$ cat config.mk
export PLATFORM = sky130hd
export DESIGN_NAME = demux4_reg
export DESIGN_NICKNAME = d
export VERILOG_FILES = /design/src/rtl/demux4_reg.sv
export SDC_FILE = /design/constraint.sdc
export NUM_CORES = 1
export LEC_CHECK = 0
export BUFFER_PORTS_ARGS = -buffer_cell sky130_fd_sc_hd__buf_2
export CAP_MARGIN = 20
export CORE_MARGIN = 2
export CORE_UTILIZATION = 43
export CTS_BUF_LIST = sky130_fd_sc_hd__clkbuf_16
export CTS_CLUSTER_SIZE = 16
export DETAILED_ROUTE_END_ITERATION = 12
export PLACE_DENSITY = 0.82
export SYNTH_ARGS = -nofsm -noshare
export SYNTH_HDL_FRONTEND = slang
export SYNTH_HIERARCHICAL = 1
export SYNTH_SLANG_ARGS = --single-unit
$ cat constraint.sdc
create_clock -name clk -period 1.8 [get_ports clk]
set_clock_uncertainty 0.1 [all_clocks]
set_input_delay 0.18 -clock clk [delete_from_list [all_inputs] [get_ports clk]]
set_output_delay 0.18 -clock clk [all_outputs]
set_load 0.005 [all_outputs]
$ cat src/rtl/demux4_reg.sv
// Registered 1-to-4 demultiplexer for 2-bit words with valid/ready on every side.
// Target channel comes from S or a round-robin pointer; each channel holds one word.

module demux4_reg_ch (
   input  logic       clk,
   input  logic       rst,
   input  logic       i_load,
   input  logic [1:0] i_din,
   input  logic       i_ready,
   output logic [1:0] o_data,
   output logic       o_valid
);
   logic [1:0] r_data;
   logic       r_valid;

   // Load wins over drain so a same-cycle drain+refill keeps the buffer full.
   always_ff @(posedge clk) begin
      if (rst) begin
         r_data  <= 2'b00;
         r_valid <= 1'b0;
      end else if (i_load) begin
         r_data  <= i_din;
         r_valid <= 1'b1;
      end else if (r_valid && i_ready) begin
         r_valid <= 1'b0;
      end
   end

   assign o_data  = r_data;
   assign o_valid = r_valid;
endmodule

module demux4_reg (
   input  logic       clk,
   input  logic       rst,
   input  logic       EN,
   input  logic       AUTO,
   input  logic [1:0] S,
   input  logic [1:0] DIN,
   input  logic       IN_VALID,
   output logic       IN_READY,
   output logic [1:0] A,
   output logic [1:0] B,
   output logic [1:0] C,
   output logic [1:0] D,
   output logic       A_VALID,
   output logic       B_VALID,
   output logic       C_VALID,
   output logic       D_VALID,
   input  logic       A_READY,
   input  logic       B_READY,
   input  logic       C_READY,
   input  logic       D_READY,
   output logic [1:0] PTR,
   output logic [7:0] TOTAL
);
   localparam int NUM_CH = 4;

   logic [1:0]              r_ptr;
   logic [7:0]              r_total;
   logic [1:0]              w_tgt;
   logic                    w_acc;
   logic [NUM_CH-1:0]       w_v;
   logic [NUM_CH-1:0]       w_r;
   logic [NUM_CH-1:0]       w_load;
   logic [NUM_CH-1:0][1:0]  w_data;

   assign w_r      = {D_READY, C_READY, B_READY, A_READY};
   assign w_tgt    = AUTO ? r_ptr : S;
   // Full target with a stalled consumer blocks input; no steering to another channel.
   assign IN_READY = EN & (~w_v[w_tgt] | w_r[w_tgt]);
   assign w_acc    = IN_VALID & IN_READY;

   genvar k;
   generate
      for (k = 0; k < NUM_CH; k++) begin : g_ch
         assign w_load[k] = w_acc & (w_tgt == k[1:0]);
         demux4_reg_ch u_ch (
            .clk     (clk),
            .rst     (rst),
            .i_load  (w_load[k]),
            .i_din   (DIN),
            .i_ready (w_r[k]),
            .o_data  (w_data[k]),
            .o_valid (w_v[k])
         );
      end
   endgenerate

   always_ff @(posedge clk) begin
      if (rst) begin
         r_ptr   <= 2'b00;
         r_total <= 8'h00;
      end else if (w_acc) begin
         r_total <= r_total + 8'd1;
         if (AUTO) r_ptr <= r_ptr + 2'd1;
      end
   end

   assign A       = w_data[0];
   assign B       = w_data[1];
   assign C       = w_data[2];
   assign D       = w_data[3];
   assign A_VALID = w_v[0];
   assign B_VALID = w_v[1];
   assign C_VALID = w_v[2];
   assign D_VALID = w_v[3];
   assign PTR     = r_ptr;
   assign TOTAL   = r_total;
endmodule

After elaboration in Yosys (flattened, before gate mapping)

Cells that the tools add are included.

Bits in registers: 22
Input port bits: 13
Output and inout bits: 23
Logic and storage cells: 47

$add $sub $neg: 2
Magnitude comparators: 1
Eq/ne operators: 3
Multiplexer cells: 13
Bitwise logic cells: 8
Reductions and logical operators: 10

Operators with widths:

| cell                                                        | count |
|---|---|
| two-way mux 1 bit                                           | 10 |
| adder 8 x 1 -> 8 bit (second input constant)                | 1 |
| nonzero test 2 bit                                          | 4 |
| AND 1 bit                                                   | 6 |
| binary-select mux 1 bit (select 2 bit)                      | 2 |
| == test 2 bit (second input constant)                       | 2 |
| logical AND 1 bit                                           | 4 |
| less-than comparator 2 x 3 -> 1 bit (second input constant) | 1 |
| adder 2 x 1 -> 2 bit (second input constant)                | 1 |
| == test 2 x 1 -> 1 bit (second input constant)              | 1 |
| zero test 2 bit                                             | 1 |
| two-way mux 2 bit                                           | 1 |
| AND reduction 2 bit                                         | 1 |
| NOT 1 bit                                                   | 1 |
| bitwise OR 1 bit                                            | 1 |

Logic depth before layout (Yosys ltp)

Gate-level depths: netlist of run 1.

Depth in word-level cells: 9
Mapped depth: 6
Depth with buffers taken out: 6

Cells and area by module

Netlist of run 1, hierarchy kept.

By module, submodules not included:

| module        | times used | cells each | area each (µm²) | seq. area each (µm²) |
|---|---|---|---|---|
| demux4_reg    | 1          | 74         | 604.3           | 200.2 |
| demux4_reg_ch | 4          | 10         | 102.6           | 60.1 |

Worst setup path after synthesis of run 1

OpenSTA, ideal clock, no wires.

Path kind: register to register
From: register r_ptr[1], in the netlist PTR[1]
To: register r_total[5], in the netlist TOTAL[5]
Data arrival time: 1.582 ns
Data required time: 1.579 ns
Setup slack: -0.002 ns
Stages on the path, launching flop included: 6
Clock period less this slack: 1.802 ns
Cell sequence: dfxtp_1 > mux2i_2 > mux2i_1 > a22oi_2 > nor3b_1 > mux2_2

Longest elaborated chain between the ends: 7
Elaborated cells between the ends (all ways): 9
Classes of those cells: 5 x mux; 4 x bitwise

RTL lines:

| item                                    | RTL line | RTL |
|---|---|---|
| start, declared                         | 59       | `logic [1:0] r_ptr;` |
| start signal, assigned                  | 96       | `if (AUTO) r_ptr <= r_ptr + 2'd1;` |
| two-way mux 2 bit *                     | 69       | `assign w_tgt = AUTO ? r_ptr : S;` |
| binary-select mux 1 bit (select 2 bit)  | 71       | `assign IN_READY = EN & (~w_v[w_tgt] \| w_r[w_tgt]);` |
| two-way mux 1 bit (implied by the code) | 71       |  |
| NOT 1 bit                               | 71       |  |
| bitwise OR 1 bit *                      | 71       |  |
| AND 1 bit *                             | 71       |  |
| AND 1 bit *                             | 72       | `assign w_acc = IN_VALID & IN_READY;` |
| end signal, assigned                    | 95       | `r_total <= r_total + 8'd1;` |
| end, declared                           | 60       | `logic [7:0] r_total;` |

Mark *: on every way between the ends. The rest lies on a longest branch, timed or not. The select of a mux whose other input is x is not followed.
A chain may end at the register's enable or synchronous reset.

Worst setup path in the final report of run 1

Same ends and word-level chain as after synthesis.

==> impl_summary.log, run 1 <==
INFO  metric run_status = complete, but fails checks
INFO  metric failed_checks = negative setup slack
INFO  metric setup_viol = 1
INFO  metric synth.top_cell.area_share = 43.4%
INFO  metric finish.utilization = roughly two thirds
INFO  metric grt_start_max_net_pins = 13
INFO  metric design_area = 0.00150 sq mm
INFO  metric yosys_warnings = 6
INFO  metric regToRegStartpoint = PTR[1]$_SDFFE_PP0P_
INFO  metric placement.io_buffers = 35
INFO  metric drt_wl_total = 2740 um
INFO  metric min_delay_endpoint = g_ch[3].u_ch/o_valid$_SDFFE_PP0P_
INFO  metric drt_first_iter_violations = 18
INFO  metric syn_area = around 0.0010 sq mm
INFO  metric via_count_of_the_first_global_routing_pass = around 1.0k
INFO  metric clock_path_buffers = 2
INFO  metric min-delay-start = D_READY
INFO  metric power_consumption = between 1 and 1.5 mW
INFO  metric timing.reg2reg.setup_slack = -0.02 ns
INFO  metric placedCellCount = around 190
INFO  metric gp_congestion = 0.928
INFO  metric cts-htree-levels = 1
INFO  metric detail_routed_via_count_per_cell = 5.27
INFO  metric initial_antenna_violation_count = 0
INFO  metric drtPass1Iterations = 4
INFO  metric placedInstanceArea = between 0.001 and 0.0015 sq mm
INFO  metric routed-via-count = just over 1k
INFO  metric synthCells = roughly 110
INFO  metric slew_headroom = between 80% and 90%
INFO  metric area_added_between_synthesis_and_finish = 48.2%
INFO  metric cellLeakagePower = approximately 0.64 nW
INFO  metric fmaxAchievable = 549 MHz
INFO  metric hold_violations = 0
INFO  metric num_rows = 17
INFO  metric fp.dieArea = about 0.0028 sq mm
INFO  metric tritoncts = built
INFO  metric timing.hold.ws = around 0.10 ns
INFO  metric placeable_core_area = 0.00221 sq mm
INFO  metric detail_route.wl_per_cell = 14.1 um
INFO  metric dp_hpwl = 1990 um
INFO  metric synthMostInstantiatedCell = sky130_fd_sc_hd__dfxtp_1
INFO  metric initial_core_util = a little under half
INFO  metric rr_endpoint = TOTAL[5]$_SDFFE_PP0P_
INFO  metric first_pass_grt_wire_length = about 4400 um
INFO  metric worstHoldPathCells = 3
INFO  metric cts_hold_fix_bufs = 0
INFO  metric tritoncts_num_sinks = 22
INFO  metric synth-main-ff-cell = sky130_fd_sc_hd__dfxtp_1
INFO  metric synth_area_leaders = sky130_fd_sc_hd__dfxtp_1, sky130_fd_sc_hd__mux2i_1, sky130_fd_sc_hd__nor2_1
INFO  metric ctsRootBufferMaster = sky130_fd_sc_hd__clkbuf_16
INFO  metric worst-r2r-cell-count = 6
INFO  metric cap_violations = 0
INFO  metric post-route-period-util = 101%
INFO  metric global_route.usage.total = 22.1%
INFO  metric setup_repair_after_global_routing_missed_its_margin = true
INFO  metric detailedPlace.worstSlack = -0.254 ns
INFO  metric holdCritPathClass = input port to flip-flop
INFO  metric clkSlewWorstSetupHoldPaths = around 0.05 ns
INFO  metric cp.arrival = 1.86 ns
INFO  metric synth_seq_area_share = a little over two fifths
INFO  metric top_cells_by_count_synth = sky130_fd_sc_hd__dfxtp_1, sky130_fd_sc_hd__nor2_1, sky130_fd_sc_hd__mux2i_1
INFO  metric yosys.area.top_type = sky130_fd_sc_hd__dfxtp_1
INFO  metric residual_overflow_from_global_routing = 0
INFO  metric syn_avg_cell_area = between 8 and 9 sq um
INFO  metric cp-start-kind = flip-flop
INFO  metric crit_type = flip-flop to flip-flop
INFO  metric synth.ff_latch_count = 22
INFO  metric die_w = 52.6 um
INFO  metric power.ir.vdd_worst = roughly 0.58 mV
INFO  metric final.min_clock_period = about 1.8 ns
INFO  metric non_filler_cells_in_the_finished_layout = between 150 and 200
INFO  metric final_net_count = roughly 180
INFO  metric boundary_pin_count = 36
INFO  metric drv_slew = 0
INFO  metric worst_ep_required_time = ~1.8 ns
INFO  metric setup_ws = -0.0210 ns
INFO  metric pwr_density_cell = ~750 mW/mm^2
INFO  metric post-route-drc-count = 0
INFO  metric syn_nets = about 130
INFO  metric die_h = approximately 53 um
INFO  metric crit_fanout = 6
INFO  metric tritoncts.num_buffers = 3
INFO  metric num_antenna_cells = 0
INFO  metric synth_enable_flop_cells = 0
INFO  metric synth-async-reset-ratio = 0%
INFO  metric ant_nets = 0
INFO  metric endpoint_kind = flip-flop
INFO  metric number_of_unique_standard_cell_types_used_by_synthesis = 25
INFO  metric transition_at_the_pin_with_the_smallest_max_transition_slack = about 0.27 ns
INFO  metric worstSkewPairLatency = 0.25 ns
INFO  metric post_route_cells_drive_above_1_share = a little under half
INFO  metric fin_tns_setup = -0.0210 ns
-- layout by cell type, fill, tap and decap left out, types with 2 or more instances in the layout --
master,n
sky130_fd_sc_hd__buf_6,3
sky130_fd_sc_hd__o21ai_0,6
sky130_fd_sc_hd__mux2i_2,2
sky130_fd_sc_hd__xor2_1,2
sky130_fd_sc_hd__clkbuf_16,3
sky130_fd_sc_hd__or3_1,3
sky130_fd_sc_hd__inv_1,6
sky130_fd_sc_hd__o211ai_1,2
sky130_fd_sc_hd__a21oi_2,5
sky130_fd_sc_hd__nand4_1,2
sky130_fd_sc_hd__nand2_1,5
sky130_fd_sc_hd__buf_2,35
sky130_fd_sc_hd__a21oi_1,5
sky130_fd_sc_hd__mux2i_1,9
sky130_fd_sc_hd__dfxtp_1,21
sky130_fd_sc_hd__nand3_1,3
sky130_fd_sc_hd__mux2_2,2
sky130_fd_sc_hd__nor2_1,12
sky130_fd_sc_hd__nand2b_1,6
sky130_fd_sc_hd__buf_4,12
sky130_fd_sc_hd__or3_4,3
sky130_fd_sc_hd__nor2_4,4
sky130_fd_sc_hd__nor2b_1,3
-- flip-flops by register name, summed over array words and instances (netlist names) --
name,flops
g_ch.u_ch/o_valid,4
PTR,2
TOTAL,8
g_ch.u_ch/o_data,8
-- cell type report --
type	count	area, sq um
timing repair buffer	50	299
fill	180	708
sequential	22	442
multi-input combinational	84	627
clock buffer	3	75.1
tap	28	35.0
inverter	6	22.5
clock inverter	1	3.75
-- worst max-delay path: stages (launching register included) --
cell and delay (ns):
sky130_fd_sc_hd__dfxtp_2 0.33, sky130_fd_sc_hd__mux2i_4 0.18, sky130_fd_sc_hd__mux2i_2 0.29, sky130_fd_sc_hd__a22oi_2 0.13, sky130_fd_sc_hd__buf_6 0.15, sky130_fd_sc_hd__nor3b_2 0.18
sky130_fd_sc_hd__mux2_2 0.36
-- power by group --
part | total (mW) | switching (mW) | internal [mW]
sequential | 0.512 | 0.0125 | 0.500
combinational | 0.159 | 0.0794 | 0.0797
clock | 0.459 | 0.163 | 0.296
-- layer usage --
metal / vias to the layer above / part of all wire, % / global-route usage [%]
met2: 33 / 51 / 36.5
met4: 0 / 2.6 / 15.0
li1: 496 / - / -
met5: - / 0 / 0
met3: 9 / 4.5 / 5.71
met1: 484 / 42 / 24.6
-- timing repair --
action / in CTS / in global routing
resized for setup: 6 / 19
pin swaps: 8 / 2
setup endpoints to repair: 5 / 19
buffers inserted: 3 / 2
-- cells by family (layout without fill, tap and decap cells) --
group	count (synthesis)	after routing	share of synthesized area [%]
muxes	15	15	15.9
xor gates and xnor gates	2	2	1.73
and+or+nand+nor	46	46	22.7
DFF	22	22	43.4
adders and majority gates	1	1	1.23
buffers and inverters	8	60	3.70
AOI/OAI and AO/OA	20	20	11.3
-- worst max-delay path by stage --
stage / from / to / slack, ns / depth (start not counted)
2_1_floorplan: PTR[1]$_SDFFE_PP0P_ / TOTAL[5]$_SDFFE_PP0P_ / 0.07 / 5
3_3_place_gp: AUTO / TOTAL[5]$_SDFFE_PP0P_ / -0.08 / 7
3_5_place_dp: AUTO / TOTAL[5]$_SDFFE_PP0P_ / -0.25 / 7
4_1_cts: PTR[1]$_SDFFE_PP0P_ / TOTAL[5]$_SDFFE_PP0P_ / -0.02 / 6
5_1_grt: PTR[1]$_SDFFE_PP0P_ / TOTAL[5]$_SDFFE_PP0P_ / -0.1 / 6
6_report: PTR[1]$_SDFFE_PP0P_ / TOTAL[5]$_SDFFE_PP0P_ / -0.02 / 6
No activity file was read; power rests on OpenSTA's default activity.
==> inputs of run 2 (changes only) <==
SKIP_CTS_REPAIR_TIMING = 1   (was unset)
==> impl_summary.log, run 2 (synthesized netlist as in run 1, its figures left out) <==
INFO  metric run_status = complete, but fails checks
INFO  metric failed_checks = negative setup slack
INFO  metric layout_commonest_cell = sky130_fd_sc_hd__buf_2
INFO  metric global_route.usage.total = 21.5% (-0.54 points)
INFO  metric cp.arrival = 1.94 ns (+0.08 ns)
INFO  metric drt_wl_total = 2900 um (+6.1%)
INFO  metric clockPowerShare = 40.7% (about the same)
INFO  metric placeable_core_area = 0.00221 sq mm (unchanged)
INFO  metric die_h = 52.6 um (unchanged)
INFO  metric num_antenna_cells = 0 (unchanged)
INFO  metric pwr-share-comb = 14.3% (+0.2 points)
INFO  metric tritoncts_num_sinks = 22 (unchanged)
INFO  metric final_net_count = 181 (unchanged)
INFO  metric setup_ws = -0.0528 ns (-0.0318 ns)
INFO  metric power_consumption = 1.14 mW (+0.73%)
INFO  metric worstSkewPairLatency = 0.25 ns (about the same)
INFO  metric post-route-drc-count = 0 (unchanged)
INFO  metric placedCellCount = 187 (unchanged)
INFO  metric cap_violations = 0 (unchanged)
INFO  metric drtPass1Iterations = 4 (unchanged)
INFO  metric detail_routed_via_count_per_cell = 5.42 (+2.8%)
INFO  metric internal_power = 0.878 mW (+0.24%)
INFO  metric endpoint_kind = flip-flop
INFO  metric seq_power_share = 45.0% (-0.3 points)
INFO  metric crit_fanout = 6 (unchanged)
INFO  metric fp.dieArea = 0.00276 sq mm (unchanged)
INFO  metric detail_route.wl_per_cell = 15.0 um (+6.1%)
INFO  metric total_switching_power = 0.261 mW (+2.4%)
INFO  metric setup_repair_after_global_routing_missed_its_margin = true
INFO  metric power.switching_fraction = 22.9% (+0.37 points)
INFO  metric slew_headroom = 81.5% (-0.33 points)
INFO  metric worstPathCellList = mux2i_4 > mux2i_2 > a22oi_2 > buf_6 > buf_12 > or3_1 > a21oi_2
INFO  metric area_added_between_synthesis_and_finish = 48.1% (about the same)
INFO  metric gp_congestion = 0.928 (unchanged)
INFO  metric transition_at_the_pin_with_the_smallest_max_transition_slack = 0.276 ns (+0.00512 ns)
INFO  metric timing.critical_path.slowest_cell_delay = 0.33 ns (-0.03 ns)
INFO  metric fillerInstances = 185 (+2.8%)
INFO  metric clkSlewWorstSetupHoldPaths = 0.06 ns (about the same)
INFO  metric cpMaxStageDelayCell = sky130_fd_sc_hd__dfxtp_2
INFO  metric hold_violations = 0 (unchanged)
INFO  metric crit_type = flip-flop to flip-flop
INFO  metric fmaxAchievable = 540 MHz (-1.7%)
INFO  metric holdCritPathClass = input port to flip-flop
INFO  metric ant_nets = 0 (unchanged)
INFO  metric mostFrequentLayoutCells = sky130_fd_sc_hd__buf_2, sky130_fd_sc_hd__dfxtp_1, sky130_fd_sc_hd__nor2_1
INFO  metric num_rows = 17 (unchanged)
INFO  metric tritoncts = built
INFO  metric fin_tns_setup = -0.158 ns (-0.137 ns)
INFO  metric first_pass_grt_wire_length = 4320 um (-2.2%)
INFO  metric placedInstanceArea = 0.00132 sq mm (unchanged)
INFO  metric initial_antenna_violation_count = 0 (unchanged)
INFO  metric design_area = 0.00150 sq mm (about the same)
INFO  metric worstHoldPathCells = 3 (unchanged)
INFO  metric die_w = 52.6 um (unchanged)
INFO  metric setup_viol = 5 (+4)
INFO  metric via_count_of_the_first_global_routing_pass = 1027 (-1.9%)
INFO  metric power.ir.vdd_worst = 0.584 mV (about the same)
INFO  metric initial_core_util = 45.9% (unchanged)
INFO  metric tritoncts.num_buffers = 3 (unchanged)
INFO  metric post-route-period-util = 103% (+1.8 points)
INFO  metric post_route_cells_drive_above_1_share = 43.4% (-2.4 points)
INFO  metric non_filler_cells_in_the_finished_layout = 194 (unchanged)
INFO  metric pwr_density_cell = 758 mW/mm^2 (+0.81%)
INFO  metric final.min_clock_period = 1.85 ns (+0.0318 ns)
INFO  metric routed-via-count = 1051 (+2.8%)
INFO  metric cp-start-kind = flip-flop
INFO  metric cellLeakagePower = 0.655 nW (+2.6%)
INFO  metric worst_ep_required_time = 1.89 ns (+0.05 ns)
INFO  metric cts-htree-levels = 1 (unchanged)
INFO  metric drv_slew = 0 (unchanged)
INFO  metric ctsRootBufferMaster = sky130_fd_sc_hd__clkbuf_16
INFO  metric placement.io_buffers = 35 (unchanged)
INFO  metric boundary_pin_count = 36 (unchanged)
INFO  metric clock_path_buffers = 2 (unchanged)
INFO  metric grt_start_max_net_pins = 13 (unchanged)
INFO  metric drt_first_iter_violations = 20 (+2)
INFO  metric residual_overflow_from_global_routing = 0 (unchanged)
INFO  metric worst-r2r-cell-count = 7 (+1)
INFO  metric dp_hpwl = 1990 um (unchanged)
-- run 2: cell types whose count changed in the layout (fill, tap and decap cells not counted), moves of 2 or more --
cell	change
sky130_fd_sc_hd__or3_4	-2
sky130_fd_sc_hd__or3_1	+2
sky130_fd_sc_hd__a21oi_1	+2
sky130_fd_sc_hd__a21oi_2	-2
-- run 2: cell type report --
class,instances,area [sq um],area share (%)
clock inverters,1,3.75,0.250
flip-flops and latches,22,442,29.4
clock buffers,3,75.1,5.00
well taps,28,35.0,2.33
inverters,6,22.5,1.50
repair buffers,50,305,20.3
multi-input cells,84,619,41.2
-- run 2: routing by layer --
layer | GRT usage (%) | vias up | routed length (um)
li1 | - | 495 | -
met1 | 23.9 | 501 | 1120
met2 | 36.3 | 48 | 1560
met3 | 5.71 | 7 | 171
met4 | 13.2 | 0 | 47
met5 | 0 | - | 0
-- run 2: path summary, 6_finish.rpt --
path | slack, ns | start | to
worst max-delay path | -0.05 | PTR[1]$_SDFFE_PP0P_ | TOTAL[3]$_SDFFE_PP0P_
worst min-delay path | 0.11 | D_READY | g_ch[3].u_ch/o_valid$_SDFFE_PP0P_
worst max register to register | -0.05 | PTR[1]$_SDFFE_PP0P_ | TOTAL[3]$_SDFFE_PP0P_
worst min register to register | 0.38 | g_ch[0].u_ch/o_data[0]$_SDFFE_PP0P_ | g_ch[0].u_ch/o_data[0]$_SDFFE_PP0P_
-- run 2: through the flow --
step	hold WS (ns)	setup WS (ns)	utilization, %
after global placement	0.364	-0.0751	59.7
after CTS	0.100	-0.150	63.3
after floorplan	0.149	0.0696	-
final	0.106	-0.0528	67.9
after global routing	0.113	-0.115	67.9
after detailed placement	0.363	-0.254	59.7
-- run 2: power by group through the flow --
stage                     clock (mW)  sequential, mW  combinational [mW]
after CTS                      0.467           0.512               0.138
after detailed placement           0           0.522               0.135
after global routing           0.483           0.514               0.178
after global placement             0           0.521               0.129
after floorplan                    0           0.522              0.0613
final                          0.463           0.513               0.163
-- run 2: worst max-delay path, delay by kind of cell, from the launching register on --
| kind | cells | cell delay, ns |
|---|---|---|
| DFF | 1 | 0.33 |
| buffers and inverters | 2 | 0.28 |
| muxes | 2 | 0.48 |
| AOI/OAI and AO/OA | 2 | 0.27 |
| and+or+nand+nor | 1 | 0.32 |
